File: config.mk
export PLATFORM = sky130hd
export DESIGN_NAME = fighter_fsm
export DESIGN_NICKNAME = d
export VERILOG_FILES = /design/src/rtl/fighter_pkg.sv /design/src/rtl/frame_timer.sv /design/src/rtl/fighter_fsm.sv
export SDC_FILE = /design/constraint.sdc
export NUM_CORES = 1
export LEC_CHECK = 0
export CORE_AREA = 2 2 65 73
export CTS_BUF_LIST = sky130_fd_sc_hd__clkbuf_2
export CTS_CLUSTER_DIAMETER = 40
export DETAILED_ROUTE_END_ITERATION = 8
export DIE_AREA = 0 0 67 75
export PLACE_DENSITY = 0.57
export SLEW_MARGIN = 20
export SYNTH_ARGS = -nofsm -noshare
export SYNTH_HDL_FRONTEND = slang
export SYNTH_SLANG_ARGS = --single-unit
File: constraint.sdc
create_clock -name clk -period 5 [get_ports clk]
set_clock_uncertainty 0.05 [all_clocks]
set_input_delay 0.5 -clock clk [delete_from_list [all_inputs] [get_ports clk]]
set_output_delay 0.5 -clock clk [all_outputs]
set_load 0.02 [all_outputs]
File: src/rtl/fighter_pkg.sv
// Shared definitions for the per-player fighter controller: state codes,
// frame counter width and a helper that sizes a frame duration in bits.
package fighter_pkg;

    localparam int FRAME_W = 5;

    localparam logic [2:0] S_IDLE        = 3'd0;
    localparam logic [2:0] S_LEFT        = 3'd1;
    localparam logic [2:0] S_RIGHT       = 3'd2;
    localparam logic [2:0] S_ATK_START   = 3'd3;
    localparam logic [2:0] S_ATK_ACTIVE  = 3'd4;
    localparam logic [2:0] S_ATK_RECOVER = 3'd5;
    localparam logic [2:0] S_STUN        = 3'd6;

    // Number of bits needed to hold a frame duration; used to reject
    // durations that would not fit the frame counter.
    function automatic int frame_bits(input int dur);
        int bits;
        bits = 0;
        for (int i = 0; i < 31; i++) begin
            if ((dur >> i) != 0) bits = i + 1;
        end
        return bits;
    endfunction

endpackage

File: src/rtl/frame_timer.sv
// Frame countdown used by the timed fighter states: load on entry,
// decrement once per enabled cycle, done while the count reads 1.
module frame_timer
    import fighter_pkg::*;
(
    input  logic               clk,
    input  logic               reset,
    input  logic               en,
    input  logic               load,
    input  logic [FRAME_W-1:0] load_val,
    output logic [FRAME_W-1:0] cnt,
    output logic               done
);

    logic [FRAME_W-1:0] cnt_q;

    // Load wins over decrement; the count parks at zero in untimed states.
    always_ff @(posedge clk) begin
        if (!reset) begin
            cnt_q <= '0;
        end else if (en) begin
            if (load) begin
                cnt_q <= load_val;
            end else if (cnt_q != '0) begin
                cnt_q <= cnt_q - 1'b1;
            end
        end
    end

    assign cnt  = cnt_q;
    assign done = (cnt_q == FRAME_W'(1));

endmodule

File: src/rtl/fighter_fsm.sv
// Per-player action controller: free movement, neutral/directional attack
// sequence, hit-stun and a saturating position, advancing on frame_tick.
module fighter_fsm
    import fighter_pkg::*;
#(
    parameter int POS_W        = 8,
    parameter int POS_MIN      = 0,
    parameter int POS_MAX      = 200,
    parameter int POS_INIT     = 20,
    parameter int STEP         = 2,
    parameter int STARTUP      = 5,
    parameter int ACTIVE       = 2,
    parameter int RECOVERY     = 16,
    parameter int DIR_STARTUP  = 4,
    parameter int DIR_ACTIVE   = 3,
    parameter int DIR_RECOVERY = 15,
    parameter int STUN         = 10
) (
    input  logic               clk,
    input  logic               reset,
    input  logic               frame_tick,
    input  logic               left,
    input  logic               right,
    input  logic               attack,
    input  logic               hit_in,
    output logic [2:0]         state,
    output logic [POS_W-1:0]   pos,
    output logic [FRAME_W-1:0] frame_cnt,
    output logic               move_flag,
    output logic               attack_flag,
    output logic               directional_attack_flag,
    output logic               hitbox_active,
    output logic               stun_flag
);

    if (frame_bits(STARTUP) > FRAME_W || frame_bits(ACTIVE) > FRAME_W ||
        frame_bits(RECOVERY) > FRAME_W || frame_bits(DIR_STARTUP) > FRAME_W ||
        frame_bits(DIR_ACTIVE) > FRAME_W || frame_bits(DIR_RECOVERY) > FRAME_W ||
        frame_bits(STUN) > FRAME_W || STARTUP < 1 || ACTIVE < 1 || RECOVERY < 1 ||
        DIR_STARTUP < 1 || DIR_ACTIVE < 1 || DIR_RECOVERY < 1 || STUN < 1) begin : g_bad_duration
        $error("fighter_fsm: every frame duration must be in 1..31");
    end

    localparam logic [FRAME_W-1:0] STARTUP_C      = FRAME_W'(STARTUP);
    localparam logic [FRAME_W-1:0] ACTIVE_C       = FRAME_W'(ACTIVE);
    localparam logic [FRAME_W-1:0] RECOVERY_C     = FRAME_W'(RECOVERY);
    localparam logic [FRAME_W-1:0] DIR_STARTUP_C  = FRAME_W'(DIR_STARTUP);
    localparam logic [FRAME_W-1:0] DIR_ACTIVE_C   = FRAME_W'(DIR_ACTIVE);
    localparam logic [FRAME_W-1:0] DIR_RECOVERY_C = FRAME_W'(DIR_RECOVERY);
    localparam logic [FRAME_W-1:0] STUN_C         = FRAME_W'(STUN);

    localparam logic [POS_W:0]   POS_MIN_X  = (POS_W+1)'(POS_MIN);
    localparam logic [POS_W:0]   POS_MAX_X  = (POS_W+1)'(POS_MAX);
    localparam logic [POS_W:0]   STEP_X     = (POS_W+1)'(STEP);
    localparam logic [POS_W-1:0] POS_INIT_C = POS_W'(POS_INIT);

    logic [2:0]         state_q, state_d;
    logic               dir_q, dir_d;
    logic [POS_W-1:0]   pos_q, pos_d;
    logic [POS_W:0]     pos_ext, pos_sum, pos_diff;
    logic               timer_load, timer_done;
    logic [FRAME_W-1:0] timer_val, timer_cnt;

    // frame_tick is a one-cycle enable strobe with no backpressure: every
    // register below samples its inputs only on cycles where it is high.
    always_comb begin
        state_d = state_q;
        dir_d   = dir_q;
        case (state_q)
            S_IDLE, S_LEFT, S_RIGHT: begin
                if (hit_in) begin
                    state_d = S_STUN;
                end else if (attack) begin
                    state_d = S_ATK_START;
                    dir_d   = (state_q != S_IDLE);
                end else if (left && right) begin
                    state_d = S_IDLE;
                end else if (left) begin
                    state_d = S_LEFT;
                end else if (right) begin
                    state_d = S_RIGHT;
                end else begin
                    state_d = S_IDLE;
                end
            end
            S_ATK_START: begin
                if (hit_in)          state_d = S_STUN;
                else if (timer_done) state_d = S_ATK_ACTIVE;
            end
            // Hits during the active window trade and are dropped.
            S_ATK_ACTIVE: begin
                if (timer_done) state_d = S_ATK_RECOVER;
            end
            S_ATK_RECOVER: begin
                if (hit_in)          state_d = S_STUN;
                else if (timer_done) state_d = S_IDLE;
            end
            S_STUN: begin
                if (hit_in)          state_d = S_STUN;
                else if (timer_done) state_d = S_IDLE;
            end
            default: state_d = S_IDLE;
        endcase
        if (state_d != S_ATK_START && state_d != S_ATK_ACTIVE && state_d != S_ATK_RECOVER) begin
            dir_d = 1'b0;
        end
    end

    // Any state change reloads the timer (zero for free states); a hit
    // while stunned restarts the stun count.
    always_comb begin
        timer_load = (state_d != state_q) || (state_q == S_STUN && hit_in);
        case (state_d)
            S_ATK_START:   timer_val = dir_d ? DIR_STARTUP_C  : STARTUP_C;
            S_ATK_ACTIVE:  timer_val = dir_d ? DIR_ACTIVE_C   : ACTIVE_C;
            S_ATK_RECOVER: timer_val = dir_d ? DIR_RECOVERY_C : RECOVERY_C;
            S_STUN:        timer_val = STUN_C;
            default:       timer_val = '0;
        endcase
    end

    always_comb begin
        pos_ext  = {1'b0, pos_q};
        pos_sum  = pos_ext + STEP_X;
        pos_diff = pos_ext - STEP_X;
        pos_d    = pos_q;
        if (state_q == S_LEFT) begin
            pos_d = (pos_ext < POS_MIN_X + STEP_X) ? POS_MIN_X[POS_W-1:0] : pos_diff[POS_W-1:0];
        end else if (state_q == S_RIGHT) begin
            pos_d = (pos_sum > POS_MAX_X) ? POS_MAX_X[POS_W-1:0] : pos_sum[POS_W-1:0];
        end
    end

    always_ff @(posedge clk) begin
        if (!reset) begin
            state_q <= S_IDLE;
            dir_q   <= 1'b0;
        end else if (frame_tick) begin
            state_q <= state_d;
            dir_q   <= dir_d;
        end
    end

    always_ff @(posedge clk) begin
        if (!reset) begin
            pos_q <= POS_INIT_C;
        end else if (frame_tick) begin
            pos_q <= pos_d;
        end
    end

    frame_timer u_timer (
        .clk      (clk),
        .reset    (reset),
        .en       (frame_tick),
        .load     (timer_load),
        .load_val (timer_val),
        .cnt      (timer_cnt),
        .done     (timer_done)
    );

    assign state                   = state_q;
    assign pos                     = pos_q;
    assign frame_cnt               = timer_cnt;
    assign move_flag               = (state_q == S_LEFT) || (state_q == S_RIGHT);
    assign attack_flag             = (state_q == S_ATK_START) || (state_q == S_ATK_ACTIVE) ||
                                     (state_q == S_ATK_RECOVER);
    assign directional_attack_flag = dir_q & attack_flag;
    assign hitbox_active           = (state_q == S_ATK_ACTIVE);
    assign stun_flag               = (state_q == S_STUN);

endmodule

== Word level (Yosys, flattened, before mapping) ==
Index checks and enable logic that the tools add are counted.
Word-level totals
  bits in registers: 17
  input port bits: 7
  output and inout bits: 21
  logic and storage cells: 67
Operators by class
  add/subtract/negate cells: 3
  magnitude comparators: 2
  equal/unequal tests: 15
  multiplexer cells: 25
  bitwise operators: 1
  reductions and logical operators: 17
Operators by type and width (count)
  $mux W8: 4
  $pmux W5 S4: 1
  $eq A3 B3 Y1 const B: 6
  $mux W3: 6
  $mux W5: 3
  $pmux W3 S4: 1
  $add A8 B2 Y9 const B: 1
  $eq A3 B2 Y1 const B: 3
  $gt A9 B8 Y1 const B: 1
  $lt A8 B2 Y1 const B: 1
  $mux W2: 4
  $sub A8 B2 Y8 const B: 1
  $mux W1: 6
  $ne A3 B3 Y1 const B: 2
  $eq A5 B1 Y1 const B: 1
  $reduce_bool A5 Y1: 1
  $sub A5 B1 Y5 const B: 1
  $logic_and A1 B1 Y1: 4
  $logic_or A1 B1 Y1: 4
  $reduce_and A2 Y1: 2
  $reduce_bool A2 Y1: 2
  $eq A3 B1 Y1 const B: 1
  $logic_not A3 Y1: 1
  $ne A3 B2 Y1 const B: 1
  other kinds (5): 5

== Longest topological paths before layout ==
Gate-level depths: netlist (run 1).
  depth in word-level cells: 13
  mapped depth: 9
  gate-level depth less buffers: 8

== Cells and area by module ==
A second synthesis (run 1) with hierarchy kept.
Second synthesis, totals
  cells, all modules: 242
  area total of the unflattened synthesis: 1834.3 um^2
Modules (own cells, without submodules)
  fighter_fsm: instances 1, cells each 200, area each 1480.2 um^2, seq. area each 220.2 um^2
  frame_timer: instances 1, cells each 42, area each 354.1 um^2, seq. area each 100.1 um^2

== Worst setup path before layout (run 1) ==
No wires, ideal clock.
  kind: register to register
  from: reg u_timer.cnt_q[0] (netlist: u_timer.cnt[0])
  to: reg u_timer.cnt_q[1] (netlist: u_timer.cnt[1])
  setup time: 138 ps
  arrival time: 2176 ps
  data required time: 4812 ps
  setup slack: 2636 ps
  cell stages (with the launch flop): 9
  path buffers: 1
  period minus slack after synthesis: 2364 ps
  path through: dfxtp_1 ha_1 or4b_1 buf_2 o32a_1 o211a_2 o211ai_4 mux2i_1 a211oi_2
On the way
  longest elaborated chain between the ends: 11
  elaborated cells between the ends (all ways): 27
  those cells by class: add/sub: 1; eq/ne: 9; mux: 11; reduce/logical: 6
Ends and longest elaborated chain
  from (decl): RTL line frame_timer.sv:15  | logic [FRAME_W-1:0] cnt_q;
  from (signal assigned): RTL line frame_timer.sv:23  | cnt_q <= load_val;
  from (signal assigned): RTL line frame_timer.sv:25  | cnt_q <= cnt_q - 1'b1;
  $eq A5 B1 Y1: RTL line frame_timer.sv:31  | assign done = (cnt_q == FRAME_W'(1));
  $mux W3, on equally long branches: RTL line fighter_fsm.sv:96, fighter_fsm.sv:100, fighter_fsm.sv:88
  $mux W3, on equally long branches: RTL line fighter_fsm.sv:95, fighter_fsm.sv:87
  $pmux W3 S4: RTL line fighter_fsm.sv:69  | case (state_q)
  $ne A3 B2 Y1 or $ne A3 B3 Y1 (tied branches): RTL line fighter_fsm.sv:104  | if (state_d != S_ATK_START && state_d != S_ATK_ACTIVE && state_d != S_ATK_RECOVER) begin
  $logic_and A1 B1 Y1 (2 in series): RTL line fighter_fsm.sv:104
  $mux W1: RTL line fighter_fsm.sv:104
  $mux W5: RTL line fighter_fsm.sv:116  | S_ATK_RECOVER: timer_val = dir_d ? DIR_RECOVERY_C : RECOVERY_C;
  $pmux W5 S4: RTL line fighter_fsm.sv:113  | case (state_d)
  $mux W5: RTL line frame_timer.sv:22  | if (load) begin
Parallel ways exist; a longest one is shown, timed or not. The select of a mux whose other input is x is not followed.
A chain may end at the register's enable or synchronous reset.

== Final worst setup path (run 1) ==
  from: reg state_q[1] (netlist: state[1])
  to: out directional_attack_flag
On the way
  longest elaborated chain between the ends: 4
  elaborated cells between the ends (all ways): 6
  those cells by class: eq/ne: 3; bitwise: 1; reduce/logical: 2
Ends and longest elaborated chain
  from (decl): RTL line fighter_fsm.sv:57  | logic [2:0] state_q, state_d;
  from (signal assigned): RTL line fighter_fsm.sv:139  | state_q <= state_d;
  $eq A3 B2 Y1 or $eq A3 B3 Y1 (tied branches): RTL line fighter_fsm.sv:166  | assign attack_flag = (state_q == S_ATK_START) || (state_q == S_ATK_ACTIVE) ||
  $logic_or A1 B1 Y1: RTL line fighter_fsm.sv:166
  $logic_or A1 B1 Y1 *: RTL line fighter_fsm.sv:166
  $and A1 B1 Y1 *: RTL line fighter_fsm.sv:168  | assign directional_attack_flag = dir_q & attack_flag;
  to (decl): RTL line fighter_fsm.sv:31  | output logic directional_attack_flag,
Mark *: on every way between the ends. The rest lies on a longest branch, timed or not.

==> results.md, run 1 <==
- Critical Path End Type: output port
- Core Box Area: 4254 sq um
- Clock-pin slew of the registers on the worst-case setup and hold paths: around 160 ps
- Type of the worst setup path: flip-flop to output port
- Combinational family with the most area after synthesis: compound AO/OA/AOI/OAI gates
- FP Rows: 25
- Antenna Diode Count: 0
- Num CTS Buffers: 3
- Layout Area Growth over Synthesis: 16.78%
- Mux share of post-synthesis cell area: approximately 3.0%
- Area of the mapped netlist: 1655 sq um
- Max_slew headroom: between 40% and 50%
- Setup TNS: 0 ps
- Io pins: 28
- Worst Setup Start Kind: flip-flop
- Number of instances in the synthesized netlist: 226
- Remaining routing DRC violations: 0
- Adder and majority gate portion of the synthesized area: approximately 5.0%
- Max Transition Viols Final: 0
- Placed wire-length estimate after detailed placement: slightly above 3000 um
- Final setup fails: 0
- Worst-skew pair later-pin latency: between 200 and 300 ps
- Placer congestion estimate: 0.8298
- Number of H-tree levels: 1
- Dominant synthesized flop cell: dfxtp_1
- Register-to-register setup slack: around 2300 ps
- Buffers added on ports: 26
- Number of synthesized register bits: 16
- Design area: slightly below 2000 sq um
- Final Hold Slack: 545.6 ps
- IR drop worst, VDD: 0.0001372 V
- Number of nets produced by synthesis: 238
- Class of the tightest hold or removal check: flip-flop to flip-flop
- Unique masters post-synth: 60
- Maximum buffer depth of the clock tree: 2
- RSZ-0062 raised after global routing: no
- DIE AREA: around 5000 sq um
- DRT iter0 DRCs: 90
- Most used cells in the layout excluding fill and tap cells: clkdlybuf4s50_1, nor2_1, dfxtp_1
- Mean Syn Cell Area: 7.325 sq um
- TritonCTS clock tree: done
- Power per unit of standard cell area: 208.8 nW/um^2
- Leakage dissipation: 0.6696 nW
- Post CTS Setup Buffer Count: 0
- Final critical-path share of the clock period: around 56%
- Compound-Gate Fraction of Synth Area: a little over a third
- Count of TritonRoute iterations in the first routing pass: 4
- Post-cts resize count: 0
- Cells after DPL: approximately 290
- Post-route total power: 0.4036 mW
- FFs w/ async S/R, synth: 0%
- Total of fill cells in the finished design: 456
- Data required time of the worst path: 4450 ps
- R2R cell count: 8
- Count of yosys warnings during synthesis: 0
- Hold Path Stages: 2
- Post-synthesis share of cell area spent on and, or, nand and nor gates: around 30%
- Minimum period implied by the final worst setup slack: between 2000 and 3000 ps
- Max FO, Critical Path: 22
- Number of max-capacitance violations reported: 0
- Pin count of the biggest net entering global routing: 23
- Sequential Area: 320.3 sq um
- Footprint of the multi-input gates: 1229 sq um
- Most frequent standard cell in the layout excluding fill and tap cells: clkdlybuf4s50_1
- Wire per inst: roughly 15 um
- Clk sinks: 16
- Vias per std cell: roughly 5.9
- ANT nets after route: 0
- Die Ht: around 75 um
- Overflow after GRT: 0
- X dimension of the die: 67 um
- Vias post-DR: 1732
- Register area share after synthesis: 19.35%
- Status: finished clean
- Number of nets in the final layout: 251
- Vias in the first global route: 1491
- Xor-xnor portion of the synthesized cell area: between 1.5 and 2%
- Initial cell density of the core: 38.91%
- Final count of hold timing violations: 0
- Global-route wire length before repair: between 7000 and 8000 um
- Least-Margin Pin Slew: about 880 ps
- Final wirelength: roughly 4300 um
- GRT Overall Usage: 18.12%
- Share of layout cells above drive strength 1: 6.303%
- Root Buffer Master: clkbuf_2
- Post-CTS Hold Fix Bufs: 0
- Cell area after placement: 1914 sq um
- Count of flip-flops with a built-in enable after synthesis: 0
- Worst Path Arrival: 2270 ps
- Upper clock frequency limit: 355.1 MHz
- Number of standard cells in the layout, taps in and fillers out: between 200 and 300
- Number of antenna violations at the first check in global routing: 0
## cell usage after synthesis (2+ instances only)
master | n | area, sq um
a2111oi_2 | 2 | 30.03
a211oi_1 | 3 | 22.52
a21boi_0 | 2 | 15.01
a21o_1 | 7 | 52.55
a21oi_1 | 11 | 55.05
a22o_1 | 3 | 26.28
a31oi_1 | 5 | 31.28
a41o_1 | 2 | 20.02
and2_1 | 4 | 25.02
and3_1 | 3 | 18.77
clkbuf_1 | 16 | 60.06
dfxtp_1 | 16 | 320.3
ha_1 | 5 | 62.56
inv_1 | 7 | 26.28
maj3_1 | 2 | 20.02
mux2i_1 | 5 | 50.05
nand2_1 | 15 | 56.30
nand2b_1 | 7 | 43.79
nand3_1 | 6 | 30.03
nand3b_1 | 2 | 15.01
nand4_1 | 4 | 25.02
nor2_1 | 21 | 78.83
nor2b_1 | 6 | 37.54
nor3_1 | 7 | 35.03
nor3b_1 | 2 | 15.01
nor4_1 | 5 | 31.28
nor4b_1 | 2 | 17.52
o2111ai_1 | 2 | 17.52
o211ai_1 | 3 | 22.52
o21ai_0 | 14 | 70.07
o221ai_1 | 3 | 26.28
o31ai_1 | 4 | 30.03
or3b_2 | 2 | 17.52
xnor2_1 | 2 | 17.52
## per-stage QoR
stage	worst slack [ps]	util (%)
after detailed placement	2173	45.00
after global routing	1972	45.44
final	2184	45.44
after global placement	2210	45.00
after floorplan	2636	-
after CTS	2177	45.44
## registers in the layout (all words and copies together), names as in the netlist
name         flops
u_timer.cnt      5
state            3
dir_q            1
pos              7
## worst max-delay path: stages (launching register included)
cell and delay [ps]:
dfxtp_1 790, nand2_1 210, o21ai_0 240, and2_1 150, clkdlybuf4s50_1 590
## report_power, final
group	switching (mW)	total [mW]	internal (mW)
registers	0.0285	0.166	0.138
clock network	0.0426	0.0600	0.0174
logic	0.0980	0.177	0.0792
## worst paths after layout
check | startpoint | endpoint
max | state[1] | directional_attack_flag
min | pos[7] | pos[7]
max reg2reg | u_timer.cnt[1] | u_timer.cnt[2]
min reg2reg | pos[7] | pos[7]
## cell type report
class                           count  share of cell area (%)
Multi-Input combinational cell    183                   63.56
Sequential cell                    16                   16.57
Timing Repair Buffer               27                   13.85
Tap cell                           54                   3.495
Inverter                            8                   1.553
Clock buffer                        3                  0.7767
Clock inverter                      1                  0.1942
## cells by family after synthesis
group,after synthesis
AO/OA/AOI/OAI,76
flip-flops,16
other,1
multiplexers,5
XOR/XNOR,3
buffers and inverters,27
AND/OR/NAND/NOR,91
adder cells (fa/ha/maj),7
## routing by layer
layer  wire (um)  vias up  track usage (%)
met5           0        -                0
met4          31        0            5.896
met3         149        2            1.644
met2        1919       43            28.05
met1        2158      811            26.44
li1            -      876                -
No activity file was read; power rests on OpenSTA's default activity.
==> run 2, diff against run 1 <==
- clock period: 5 -> 2.8 ns (I/O delays scaled with it)
==> results.md, run 2 (synthesized netlist as in run 1, its figures left out) <==
- Internal Pwr Total: 0.4320 mW
- Worst-skew pair later-pin latency: 290 ps
- GRT Overall Usage: 18.29%
- Setup TNS: 0 ps
- Post CTS Setup Buffer Count: 0
- DRT iter0 DRCs: 117
- Endpoint of the worst setup timing path: directional_attack_flag
- Final Hold Slack: 526.5 ps
- Vias per std cell: between 5 and 6
- Total net switching power: 0.3071 mW
- Antenna Diode Count: 0
- Setup slack of the critical path after layout: roughly 190 ps
- Overflow after GRT: 0
- Most frequent standard cell in the layout excluding fill and tap cells: clkdlybuf4s50_1
- Critical Path End Type: output port
- Minimum period implied by the final worst setup slack: 2614 ps
- Class of the tightest hold or removal check: flip-flop to flip-flop
- ANT nets after route: 0
- Upper clock frequency limit: approximately 380 MHz
- Remaining routing DRC violations: 0
- Die Ht: ~75 um
- Max_slew headroom: 48.37%
- Number of nets in the final layout: about 260
- Cell area after placement: 1989 sq um
- Max reg flops: 7
- Register-to-register setup slack: 230 ps
- R2R cell count: 8
- Final critical-path share of the clock period: 93.36%
- Data required time of the worst path: 2470 ps
- Switching fraction of total power: 41.55%
- Root Buffer Master: clkbuf_2
- Maximum buffer depth of the clock tree: 2
- Clk sinks: 16
- Number of max-capacitance violations reported: 0
- Max FO, Critical Path: 22
- Final count of hold timing violations: 0
- Post-route total power: 0.7391 mW
- Worst Setup Start Kind: flip-flop
- Most used cells in the layout excluding fill and tap cells: clkdlybuf4s50_1, nor2_1, nand2_1, dfxtp_1, o21ai_0
- Power per unit of standard cell area: 367.8 nW/um^2
- Startpoint of the most critical hold path: dir_q
- Vias in the first global route: 1527
- IR drop worst, VDD: 0.0001982 V
- Power share of the combinational group: a little under half
- TritonCTS clock tree: done
- Sequential power share: 39.1%
- Type of the worst setup path: flip-flop to output port
- Max Transition Viols Final: 0
- Number of H-tree levels: 1
- Leakage dissipation: 0.7196 nW
- Share of layout cells above drive strength 1: 10.48%
- Final setup fails: 0
- Pin count of the biggest net entering global routing: 23
- Endpoint of the lowest-slack register-to-register path: u_timer.cnt[2]
- Core Box Area: 4254 sq um
- RSZ-0062 raised after global routing: no
- Placed wire-length estimate after detailed placement: 3156 um
- Vias post-DR: 1772
- Num CTS Buffers: 3
- Count of TritonRoute iterations in the first routing pass: 4
- Wire per inst: 14.54 um
- Least-Margin Pin Slew: between 700 and 800 ps
- Cells after DPL: 298
- Critical path origin: state[2]
- Worst reg2reg path startpoint: u_timer.cnt[0]
- Number of standard cells in the layout, taps in and fillers out: ~300
- Layout Area Growth over Synthesis: 21.39%
- Status: finished clean
- Fin util: 47.24%
- Final wirelength: 4392 um
- Clk pwr share: approximately 15%
- Clock-pin slew of the registers on the worst-case setup and hold paths: 160 ps
- Io pins: 28
- FP Rows: 25
- DIE AREA: 5025 sq um
- Initial cell density of the core: 38.91%
- Global-route wire length before repair: 7320 um
- X dimension of the die: 67 um
- Placer congestion estimate: 0.8066
- Worst Path Arrival: around 2300 ps
- Design area: 2009 sq um
- Post-Place Setup Slack: around 240 ps
- Number of antenna violations at the first check in global routing: 0
- Buffers added on ports: 26
-- run 2: final cells by class --
class	count	area (sq um)
repair buffers	37	342.8
inverters	8	30.03
clock inverters	1	3.754
well taps	54	67.56
fillers	449	2245
flip-flops and latches	16	321.6
multi-input cells	183	1229
clock buffers	3	15.01
-- run 2: timing repair --
action / 4_1_cts / 5_1_grt
gates resized for setup: 0 / 1
hold buffers: 0 / 0
hold endpoints to repair: 0 / 0
setup endpoints to repair: 0 / 1
-- run 2: power groups by stage --
stage                     combinational (mW)  sequential, mW  clock [mW]
after floorplan                        0.229           0.289           0
after global placement                 0.340           0.294           0
after detailed placement               0.339           0.293           0
after CTS                              0.340           0.288       0.112
after global routing                   0.376           0.295       0.116
final                                  0.340           0.289       0.109
-- run 2: worst min-delay path by stage --
stage,depth (start not counted),end
after floorplan,2,pos[7]
after CTS,2,dir_q
after global routing,2,dir_q
after detailed placement,2,dir_q
final,2,dir_q
after global placement,2,dir_q
-- run 2: worst max-delay path, cell delays in order (launching register included) --
cell,delay [ps]
dfxtp_1,860
nand2b_1,240
o21ai_0,150
and2_1,150
clkdlybuf4s50_1,590
-- run 2: per-layer routing --
layer,wire length [um],track usage [%],up-vias
li1,-,-,902
met2,1872,26.84,32
met4,35,5.215,0
met3,163,2.242,4
met1,2321,27.85,834
met5,0,0,-
